--- src/rtl/dg_pattern_gen.sv ---
// Programmable-limit pattern counter (up-wrap, down-wrap, bounce, hold) with a
// period-toggle enable and an optionally inverted, valid-tagged delay pipeline.
module dg_pattern_gen #(
  parameter int unsigned WIDTH = 8,
  parameter int unsigned DELAY = 2
) (
  input  logic             clk,
  input  logic             rst_n,
  input  logic             ctrl,
  input  logic [1:0]       mode,
  input  logic [WIDTH-1:0] limit,
  input  logic             invert,
  input  logic             clear,
  output logic [WIDTH-1:0] out,
  output logic             out_valid,
  output logic             loop,
  output logic             enable
);

  localparam logic [1:0] MODE_UP   = 2'b00;
  localparam logic [1:0] MODE_DOWN = 2'b01;
  localparam logic [1:0] MODE_BNC  = 2'b10;
  localparam logic [1:0] MODE_HOLD = 2'b11;

  typedef enum logic {DIR_UP = 1'b0, DIR_DN = 1'b1} dir_t;

  logic [WIDTH-1:0] count_q, count_d;
  dir_t             dir_q, dir_d;
  logic             loop_q, loop_d;
  logic             enable_q, enable_d;
  logic             adv_q, adv_d;
  logic             adv_next;
  logic [WIDTH-1:0] limit_m1;
  logic [WIDTH-1:0] pipe_in;

  // Counter, direction and flag state registers
  always_ff @(posedge clk or negedge rst_n) begin
    if (!rst_n) begin
      count_q  <= '0;
      dir_q    <= DIR_UP;
      loop_q   <= 1'b0;
      enable_q <= 1'b0;
      adv_q    <= 1'b0;
    end else begin
      count_q  <= count_d;
      dir_q    <= dir_d;
      loop_q   <= loop_d;
      enable_q <= enable_d;
      adv_q    <= adv_d;
    end
  end

  assign limit_m1 = (limit == '0) ? '0 : limit - WIDTH'(1);

  // Next-state: clear dominates advance; hold mode never advances
  always_comb begin
    count_d  = count_q;
    dir_d    = dir_q;
    loop_d   = 1'b0;
    enable_d = enable_q;
    adv_next = ctrl & ~clear & (mode != MODE_HOLD);
    adv_d    = adv_next;
    if (clear) begin
      count_d  = '0;
      dir_d    = DIR_UP;
      enable_d = 1'b0;
      adv_d    = 1'b0;
    end else if (adv_next) begin
      case (mode)
        MODE_UP: begin
          if (count_q >= limit) begin
            count_d = '0;
            loop_d  = 1'b1;
          end else begin
            count_d = count_q + WIDTH'(1);
          end
        end
        MODE_DOWN: begin
          if (count_q == '0) begin
            count_d = limit;
            loop_d  = 1'b1;
          end else if (count_q > limit) begin
            count_d = limit;
          end else begin
            count_d = count_q - WIDTH'(1);
          end
        end
        MODE_BNC: begin
          // A zero limit has no turnaround span, so every advance is a period
          if (limit == '0) begin
            count_d = '0;
            dir_d   = DIR_UP;
            loop_d  = 1'b1;
          end else if (dir_q == DIR_UP) begin
            if (count_q >= limit) begin
              dir_d   = DIR_DN;
              count_d = limit_m1;
            end else begin
              count_d = count_q + WIDTH'(1);
            end
          end else begin
            if (count_q == '0) begin
              dir_d   = DIR_UP;
              loop_d  = 1'b1;
              count_d = WIDTH'(1);
            end else begin
              count_d = count_q - WIDTH'(1);
            end
          end
        end
        default: ;
      endcase
      if (loop_d) enable_d = ~enable_q;
    end
  end

  assign loop    = loop_q;
  assign enable  = enable_q;
  assign pipe_in = invert ? ~count_q : count_q;

  generate
    if (DELAY == 0) begin : g_comb
      assign out       = pipe_in;
      assign out_valid = adv_q;
    end else begin : g_pipe
      logic [WIDTH-1:0] data_q [DELAY];
      logic [DELAY-1:0] valid_q;

      // Delay line keeps shifting regardless of advance or clear
      always_ff @(posedge clk or negedge rst_n) begin
        if (!rst_n) begin
          for (int unsigned i = 0; i < DELAY; i++) data_q[i] <= '0;
          valid_q <= '0;
        end else begin
          data_q[0]  <= pipe_in;
          valid_q[0] <= adv_q;
          for (int unsigned i = 1; i < DELAY; i++) begin
            data_q[i]  <= data_q[i-1];
            valid_q[i] <= valid_q[i-1];
          end
        end
      end

      assign out       = data_q[DELAY-1];
      assign out_valid = valid_q[DELAY-1];
    end
  endgenerate

endmodule

--- config.mk ---
export PLATFORM = sky130hd
export DESIGN_NAME = dg_pattern_gen
export DESIGN_NICKNAME = d
export VERILOG_FILES = /design/src/rtl/dg_pattern_gen.sv
export SDC_FILE = /design/constraint.sdc
export NUM_CORES = 1
export LEC_CHECK = 0
export BUFFER_PORTS_ARGS = -buffer_cell sky130_fd_sc_hd__buf_4
export CAP_MARGIN = 20
export CORE_UTILIZATION = 35
export DETAILED_ROUTE_END_ITERATION = 8
export GPL_ROUTABILITY_DRIVEN = 0
export PLACE_DENSITY = 0.59
export SYNTH_ARGS = -nofsm -noshare
export SYNTH_HDL_FRONTEND = slang
export SYNTH_SLANG_ARGS = --single-unit
--- constraint.sdc ---
create_clock -name clk -period 2.7 [get_ports clk]
set_input_delay 0.135 -clock clk [delete_from_list [all_inputs] [get_ports clk]]
set_output_delay 0.135 -clock clk [all_outputs]
set_load 0.02 [all_outputs]
==> results of run 1 <==
## final cells by class
class                   instances  area (sq um)  area share, %
multi-input cells             184          1314          50.00
flip-flops and latches         30         750.7          28.57
repair buffers                 41         310.3          11.81
well taps                      75         93.84          3.571
clock buffers                   7         86.33          3.286
inverters                      18         67.56          2.571
clock inverters                 1         5.005         0.1905
## critical path, stage by stage, from the launching register on
cell     delay (ps)
dfrtp_1         470
ha_1            360
nand4_1         210
o21a_1          240
nor3_2          210
mux2_4          320
a221o_1         360
a22o_1          220
## path summary, 6_finish.rpt
check                                            start                     endpoint  slack (ps)  depth (start not counted)
min in group asynchronous                        rst_n       count_q[2]$_DFFE_PN0P_         310                          2
hold reg to reg            g_pipe.valid_q[0]$_DFF_PN0_  g_pipe.valid_q[1]$_DFF_PN0_         350                          0
setup reg to reg                count_q[3]$_DFFE_PN0P_       count_q[3]$_DFFE_PN0P_         200                          7
max in group asynchronous                        rst_n       count_q[0]$_DFFE_PN0P_        2100                          2
setup / recovery                count_q[3]$_DFFE_PN0P_       count_q[3]$_DFFE_PN0P_         200                          7
hold / removal                                   clear           enable$_DFFE_PN0P_          50                          2
## stage by stage
stage / setup WS [ps] / hold WS [ps] / instance area, sq um / utilization (%) / power (W)
6_report: 204.2 / 54.79 / 2628 / 43.35 / 0.001303
5_1_grt: 9.369 / 58.65 / 2628 / 43.35 / 0.001381
4_1_cts: 15.80 / 50.33 / 2615 / 43.15 / 0.001306
3_5_place_dp: 48.85 / 90.70 / 2514 / 41.47 / 0.0009265
3_3_place_gp: 99.60 / 83.74 / 2514 / 41.47 / 0.0009263
2_1_floorplan: 216.9 / -160.6 / 2246 / - / 0.0008082
## logic make-up after synthesis
logic type | after synthesis | synth area share, %
fa+ha+maj | 17 | 9.471
buf+inv | 40 | 8.635
xor+xnor | 26 | 10.14
flops | 30 | 33.43
simple gates | 77 | 17.83
compound gates | 59 | 17.83
mux | 5 | 2.674
## sequential cells by signal (all words and copies together) (netlist names)
signal,count
dir_q,1
loop,1
out,8
enable,1
adv_q,1
g_pipe.valid_q,2
count_q,8
g_pipe.data_q,8
## cells in the mapped netlist, drive strengths merged, types with 2 or more instances
master,number
xnor2,10
dfrtp,30
and2,2
nand2b,4
nand3,7
xor2,16
nor2,19
or3,3
clkbuf,10
a31oi,4
o211ai,3
inv,18
o21ai,14
a221oi,3
a21oi,14
and3,3
nor4,4
a221o,2
mux2,2
o31ai,5
mux2i,3
a211oi,2
nand4,3
buf,12
nand2,16
a22o,2
ha,17
nor3,12
## cells in the final DEF, fill, tap and decap left out, types with 4 or more instances in the layout
master and instances:
clkbuf_8 6, nor3_1 11, nor4_1 4, xor2_1 16, nor2_1 19, a21oi_1 14
dfrtp_1 30, o31ai_1 5, ha_1 17, o21ai_0 13, xnor2_1 10, nand2_1 16
buf_4 40, nand2b_1 4, nand3_1 7, inv_1 18
## power by group through the flow
stage / clock network (W) / logic (W) / registers [W]
finish: 0.000373 / 0.000429 / 0.000501
global route: 0.000409 / 0.000466 / 0.000506
CTS: 0.000384 / 0.000421 / 0.000501
detailed placement: 0 / 0.000417 / 0.000509
global placement: 0 / 0.000418 / 0.000508
floorplan: 0 / 0.000302 / 0.000506
## timing repair
| item | in CTS | in global routing |
|---|---|---|
| resized for setup | 0 | 3 |
| hold buffers | 1 | 0 |
| endpoints found under the setup margin | 0 | 4 |
| endpoints found under the hold margin | 30 | 0 |
| buffers inserted | 0 | 0 |
## per-layer routing
metal | vias up | track usage [%]
li1 | 938 | -
met1 | 910 | 25.59
met2 | 98 | 27.11
met3 | 8 | 2.418
met4 | 0 | 5.965
met5 | - | 0
==> results by group, run 1 <==
Outcome
  – Status: complete, no violations

STA
  – Fmax: 400.7 MHz
  – Min cycle time layout: roughly 2500 ps
  – Worst Tran Pin Value: between 600 and 700 ps
  – RSZ-0062 raised after global routing: no
  – Max Clock Skew: 9.968 ps
  – Final period util: 92.44%
  – Final setup fails: 0
  – Fin. max-slew vios: 0
  – Sum Neg Setup Slack: 0 ps
  – Worst rel slew slack: 58.39%
  – Final Hold Viols: 0

Power
  – Sequential share of power: 38.4%
  – Logic pwr share: about a third
  – Sw Ratio: 32.53%
  – Pleak: 1.257 nW
  – Maximum VDD drop: between 0.2 and 0.3 mV
  – Switching pwr: 0.0004238 W
  – Clock Power Share: 28.6%
  – Cell internal pwr: between 0.0008 and 0.0009 W
  – Power density cells: 495.9 nW/um^2

Synthesis
  – EDFF count, synth: 0
  – Ys async rst share: 100.0%
  – Ys Warns: 0
  – Mean post-synth cell area: 8.842 sq um
  – Largest cells by area after synthesis: dfrtp_1, ha_1, xor2_1
  – Synthesis-stage register bit count: 30
  – Post-synth top area share: 33.43%
  – Syn nets: ~290
  – Seq/Total Area, Yosys: 33.43%
  – Synthesized area: 2246 sq um
  – Cells after Synth: 254
  – Top cell type by total area after synthesis: dfrtp_1
  – Primary FF master, synth: dfrtp_1
  – Synth cell types: 47

Drt
  – Routed WL: 5436 um
  – Uppermost layer routed: met4
  – Met1 WL: 2543 um
  – Iteration-0 DRC count of the detailed router: 174
  – Metal2 WL: 2422 um
  – First drt pass iteration count: 5
  – Routed vias/inst: 5.489
  – Met3 wire length: 398 um
  – Total vias in the final route: between 1500 and 2000
  – Drc violations: 0
  – Routed wire per std cell: 15.27 um
  – ANT nets after route: 0

Global route
  – First-pass GRT wire length: 8852 um
  – Vias in the first global route: 1725
  – Largest net degree at the start of global routing: 31
  – Antenna violations before repair: 0
  – Gr usage total: 17.79%
  – Grt ovf: 0

Floorplanning
  – Die X: 82.11 um
  – Core Area: 6061 sq um
  – Initial Util: 37.06%
  – Die Footprint: between 6000 and 7000 sq um
  – Chip height: just over 80 um
  – Row count: 28
  – I/O pins: 26

CTS
  – Max clock buf depth: 2
  – Clock Latency Late Sink: 280 ps
  – H-tree depth: 2
  – CTS tree: built
  – Clock slew at reported path FFs: 70 ps
  – Clk Tree Root Cell: clkbuf_8
  – Clock sinks: 30
  – Num CTS Buffers: 5

Final layout
  – Layout Cells excl Fill: 356
  – Fillers: 585
  – Layout cell share with drive strength beyond 1: 20.28%
  – Area grow syn2layout: 16.99%
  – N_diodes: 0
  – Layout Nets: 312

Worst setup path
  – Worst-path maximum fanout: 6
  – Path type of the worst setup path: flip-flop to flip-flop
  – CP startpoint kind: flip-flop
  – CP arrival: 2670 ps
  – CP Capture Type: flip-flop
  – Worst EP required: 2870 ps

Worst hold path
  – Hold Path Class: input pin to flip-flop

Job
  – Max_cap viols: 0

Place
  – Post-DP HPWL: 4182 um
  – # port buffers: 25
  – Placed Instances: around 350
No activity file was read; power rests on OpenSTA's default activity.
==> run 2: changes to the inputs <==
CORE_MARGIN = 2   (was unset)
CORE_UTILIZATION = 40   (was 35)
PLACE_DENSITY = 0.65   (was 0.59)
==> results by group, run 2 (synthesis gave the netlist of run 1 again) <==
Worst setup path
  – RR Startpoint: count_q[3]$_DFFE_PN0P_
  – Path type of the worst setup path: flip-flop to flip-flop
  – Worst-path maximum fanout: 7
  – R2R Path End: count_q[2]$_DFFE_PN0P_
  – Worst EP required: 2860 ps
  – Setup crit start: count_q[3]$_DFFE_PN0P_
  – CP startpoint kind: flip-flop
  – CP Capture Type: flip-flop
  – Flop2flop setup slack: 50 ps
  – Number of buffers and inverters on the critical path: 0
  – CP max stage delay: about 570 ps
  – Critical-path top delay cell: a31oi_1
  – CP arrival: 2820 ps
  – Reg2reg path depth: 7
  – CP Cell Sequence: ha_1 > nand4_1 > a31oi_1 > nor3_1 > a2111oi_1 > a211oi_1 > o31ai_1
  – Critical path's top delay family: compound AO/OA/AOI/OAI gates

Drt
  – Routed wire per std cell: 15.56 um
  – ANT nets after route: 0
  – Routed WL: roughly 5600 um
  – Total vias in the final route: 1979
  – Routed vias/inst: 5.543
  – First drt pass iteration count: 4
  – Iteration-0 DRC count of the detailed router: 131
  – Drc violations: 0

STA
  – Fmax: 377.1 MHz
  – RSZ-0062 raised after global routing: no
  – Final Hold Viols: 0
  – Min cycle time layout: 2652 ps
  – Final period util: a little over nine tenths
  – Max Clock Skew: around 12 ps
  – Sum Neg Setup Slack: 0 ps
  – Worst rel slew slack: between 50% and 60%
  – Worst Tran Pin Value: 613.5 ps
  – Fin. max-slew vios: 0
  – Final setup fails: 0

Final layout
  – Layout Nets: around 320
  – Area grow syn2layout: 17.66%
  – N_diodes: 0
  – Most frequent cells in the layout: buf_4, dfrtp_1, nor2_1
  – Layout cell share with drive strength beyond 1: 20.70%
  – Most common cell after layout, fill and taps aside: buf_4

CTS
  – Num CTS Buffers: 5
  – Clock Latency Late Sink: around 280 ps
  – Clock sinks: 30
  – Postcts setup bufs: 0
  – H-tree depth: 2
  – Max clock buf depth: 2
  – CTS tree: built
  – Clock slew at reported path FFs: 70 ps
  – Clk Tree Root Cell: clkbuf_8

Place
  – # port buffers: 25
  – Post-DP HPWL: 4333 um

Global route
  – Antenna violations before repair: 0
  – Grt ovf: 0
  – Gr usage total: around a fifth
  – Largest net degree at the start of global routing: 31
  – First-pass GRT wire length: 9356 um
  – Vias in the first global route: 1868

Floorplanning
  – Die Footprint: 6230 sq um
  – Initial Util: a little over 40%
  – Die X: 78.93 um
  – I/O pins: 26
  – Chip height: 78.93 um
  – Row count: 27
  – Core Area: between 5000 and 6000 sq um

Job
  – Max_cap viols: 0

Worst hold path
  – Hold Path Class: input pin to flip-flop
  – Hold_sp: clear
  – Destination of the worst hold path: dir_q$_DFFE_PN0P_
  – Hold Crit Depth: 2

Power
  – Maximum VDD drop: 0.2148 mV
  – Power density cells: 495.1 nW/um^2
  – Pleak: between 1 and 1.5 nW
  – Final Power: between 0.001 and 0.0015 W

Outcome
  – Status: complete, no violations
## run 2: area by class of cell
cell class / count / area [sq um]
Fill cell: 561 / 2830
Multi-Input combinational cell: 184 / 1303
Sequential cell: 30 / 750.7
Timing Repair Buffer: 45 / 340.3
Tap cell: 72 / 90.09
Clock buffer: 7 / 86.33
Inverter: 18 / 67.56
Clock inverter: 1 / 5.005
## run 2: where the power goes
part           internal [W]  switching (W)  leakage (nW)
clock              0.000205       0.000161        0.0482
sequential         0.000486      0.0000139         0.378
combinational      0.000196       0.000246         0.849
## run 2: worst max-delay path by stage
stage | endpoint | slack, ps | cells past startpoint
2_1_floorplan | count_q[4]$_DFFE_PN0P_ | 220 | 10
3_3_place_gp | count_q[2]$_DFFE_PN0P_ | 110 | 7
3_5_place_dp | count_q[2]$_DFFE_PN0P_ | 120 | 7
4_1_cts | count_q[2]$_DFFE_PN0P_ | 110 | 7
5_1_grt | count_q[2]$_DFFE_PN0P_ | 30 | 7
6_report | count_q[2]$_DFFE_PN0P_ | 50 | 7
## run 2: through the flow
stage	cell area [sq um]	hold WS, ps	instances	worst slack, ps	utilization [%]
6_report	2643	55.51	357	48.18	48.29
5_1_grt	2643	45.71	357	33.90	48.29
4_1_cts	2641	51.74	357	112.9	48.26
3_5_place_dp	2540	85.00	348	117.5	46.41
3_3_place_gp	2540	82.83	348	106.9	46.41
2_1_floorplan	2246	-160.6	254	216.9	-
## run 2: worst reg2reg max path, cell delays in order (launching register included)
cell	delay, ps
dfrtp_1	420
ha_1	330
nand4_1	190
a31oi_1	570
nor3_1	130
a2111oi_1	520
a211oi_1	100
o31ai_1	270
## run 2: metal layers
| metal | vias to the layer above | track usage [%] | part of all wire [%] |
|---|---|---|---|
| li1 | 944 | - | - |
| met1 | 917 | 26.36 | 43 |
| met4 | 0 | 5.345 | 2.0 |
| met3 | 12 | 4.773 | 10 |
| met5 | - | 0 | 0 |
| met2 | 106 | 30.94 | 45 |
## run 2: repair_timing
action                                  in CTS  in global routing
endpoints found under the setup margin       0                  1
hold buffers                                 1                  0
endpoints found under the hold margin       30                  0
resized for setup                            0                  1
==> run 3: changes to the inputs <==
ABC_AREA = 1   (was unset)
REMOVE_ABC_BUFFERS = 1   (was unset)
==> results by group, run 3 <==
Power
  – Pleak: 1.448 nW
  – Cell internal pwr: 0.001006 W
  – Logic pwr share: 37.0%
  – Final Power: 0.001575 W
  – Sw Ratio: between 30% and 40%
  – Power density cells: roughly 570 nW/um^2
  – Sequential share of power: 34.5%
  – Maximum VDD drop: 0.4415 mV
  – Clock Power Share: 28.4%
  – Switching pwr: 0.0005688 W

Final layout
  – Most common cell after layout, fill and taps aside: nand2_1
  – Fillers: 608
  – Area grow syn2layout: 12.90%
  – Layout cell share with drive strength beyond 1: 20.18%
  – Layout Nets: 364
  – N_diodes: 0
  – Layout Utilization: 46.70%
  – Most frequent cells in the layout: nand2_1, nand3_1, dfrtp_1

Worst setup path
  – Worst EP required: roughly 2900 ps
  – Cell mode on critical path: nand2_1
  – CP startpoint kind: flip-flop
  – CP arrival: roughly 2200 ps
  – CP Capture Type: flip-flop
  – RR Startpoint: count_q[2]$_DFFE_PN0P_
  – Critical-path top delay cell: dfrtp_1
  – Setup crit start: count_q[2]$_DFFE_PN0P_
  – CP Cell Sequence: ha_1 > nand2_1 > inv_1 > nand2_1 > nand2_1 > nand2_2 > nand2_2 > nand2_4 > nand2_4 > nand2_1 > nand3_1 > nand3_1 > nand2_1 > nand2_1
  – Worst-path maximum fanout: 10
  – CP max stage delay: 520 ps
  – Path type of the worst setup path: flip-flop to flip-flop

Drt
  – Routed WL: 5637 um
  – First drt pass iteration count: 4
  – Total vias in the final route: 2096
  – Drc violations: 0
  – Routed vias/inst: 5.150
  – ANT nets after route: 0
  – Iteration-0 DRC count of the detailed router: around 190
  – Routed wire per std cell: 13.85 um

Outcome
  – Status: complete, no violations

Synthesis
  – Top cell type by total area after synthesis: dfrtp_1
  – Seq/Total Area, Yosys: 30.83%
  – Synthesized area: 2435 sq um
  – Mean post-synth cell area: 7.804 sq um
  – Cells after Synth: ~310
  – Post-synth top area share: between 30% and 40%
  – Synthesis-stage register bit count: 30
  – Synth cell types: 31
  – Primary FF master, synth: dfrtp_1
  – Ys Warns: 0
  – Commonest cells in the netlist: nand2_1, nand3_1, dfrtp_1, inv_1, xor2_1
  – Largest cells by area after synthesis: dfrtp_1, nand2_1, nand3_1
  – Most frequent cell after synthesis: nand2_1
  – Ys async rst share: 100.0%
  – EDFF count, synth: 0

STA
  – PnR worst setup slack: 621.9 ps
  – Worst Tran Pin Value: ~570 ps
  – Max Clock Skew: 7.912 ps
  – Fin. max-slew vios: 0
  – Worst rel slew slack: 61.48%
  – Final period util: between 70% and 80%
  – Sum Neg Setup Slack: 0 ps
  – Fmax: 481.2 MHz
  – Final hold slack: 131.9 ps
  – Final setup fails: 0
  – RSZ-0062 raised after global routing: no
  – Min cycle time layout: about 2100 ps
  – Final Hold Viols: 0

CTS
  – CTS tree: built
  – Post-cts sizing count: 0
  – H-tree depth: 2
  – Postcts setup bufs: 0
  – Clock slew at reported path FFs: 60 ps
  – Clk Tree Root Cell: clkbuf_8
  – Clock Latency Late Sink: 280 ps
  – Num CTS Buffers: 5
  – Clock sinks: 30
  – Max clock buf depth: 2

Worst hold path
  – Hold Path Class: input pin to flip-flop
  – Hold_sp: invert

Floorplanning
  – Die X: 82.02 um
  – Core Area: 5886 sq um
  – Chip height: 82.02 um
  – Initial Util: 41.37%
  – I/O pins: 26
  – Die Footprint: 6727 sq um
  – Row count: 28

Place
  – Post-DP HPWL: 4340 um
  – # port buffers: 25
  – Pre-CTS setup slack: approximately 650 ps

Global route
  – First-pass GRT wire length: 9418 um
  – Gr usage total: 18.56%
  – Vias in the first global route: 1920
  – Grt ovf: 0
  – Antenna violations before repair: 0
  – Largest net degree at the start of global routing: 31

Job
  – Max_cap viols: 0
run 3: cell count changes in the layout (fill, tap and decap cells not counted), sizes merged, moves of 4 or more:
cell,previous run,this run
nand2,16,92
nand3,7,46
buf,44,27
inv,18,35
o21ai,14,2
nor3,12,2
nand4,3,12
xnor2,10,1
o31ai,5,0
nand2b,4,0
nor4,4,0
run 3: per-layer routing:
metal  wire, um  GRT usage [%]  up-vias
li1           -              -     1052
met1       2519          25.32      929
met2       2510          28.78       97
met3        422          3.516       18
met4        184          7.500        0
met5          0              0        -
run 3: final timing paths:
path | end | slack, ps | depth (start not counted)
max in group asynchronous | g_pipe.valid_q[0]$_DFF_PN0_ | 2110 | 2
hold / removal | g_pipe.data_q[11]$_DFF_PN0_ | 130 | 2
setup reg to reg | count_q[7]$_DFFE_PN0P_ | 620 | 14
hold reg to reg | g_pipe.valid_q[1]$_DFF_PN0_ | 350 | 0
min in group asynchronous | count_q[4]$_DFFE_PN0P_ | 320 | 2
setup / recovery | count_q[7]$_DFFE_PN0P_ | 620 | 14
run 3: final cells by class:
| cell class | count | area [sq um] | area share (%) |
|---|---|---|---|
| clock inverter | 1 | 30.03 | 1.092 |
| sequential | 30 | 750.7 | 27.31 |
| timing repair buffer | 28 | 212.7 | 7.738 |
| tap | 75 | 93.84 | 3.414 |
| inverter | 35 | 131.4 | 4.779 |
| multi-input combinational | 232 | 1448 | 52.66 |
| clock buffer | 6 | 82.58 | 3.004 |
run 3: what timing repair did:
action | in CTS | in global routing
setup endpoints to repair | 0 | 0
endpoints found under the hold margin | 30 | 0
hold buffers | 1 | 0
run 3: cell families after synthesis:
kind of cell               share of synthesized area (%)
and+or+nand+nor                                    37.67
buffers and inverters                              9.712
DFF                                                30.83
AOI/OAI and AO/OA                                  5.858
xor gates and xnor gates                           7.194
adders and majority gates                          8.736
run 3: power by group through the flow:
stage	registers (W)	clock network (W)	logic [W]
2_1_floorplan	0.000571	0	0.000378
6_report	0.000544	0.000448	0.000583
3_5_place_dp	0.000552	0	0.000571
5_1_grt	0.000551	0.000481	0.000649
4_1_cts	0.000544	0.000460	0.000578
3_3_place_gp	0.000548	0	0.000572
run 3: stage by stage:
stage / instances / instance area (sq um)
final: 407 / 2749
after global routing: 407 / 2749
after CTS: 407 / 2749
after detailed placement: 399 / 2626
after global placement: 399 / 2626
after floorplan: 297 / 2330
run 3: critical path, delay by kind of cell (launching register included):
kind / cells / cell delay [ps]
and+or+nand+nor: 12 / 1010
adders and majority gates: 1 / 340
DFF: 1 / 520
buffers and inverters: 1 / 100
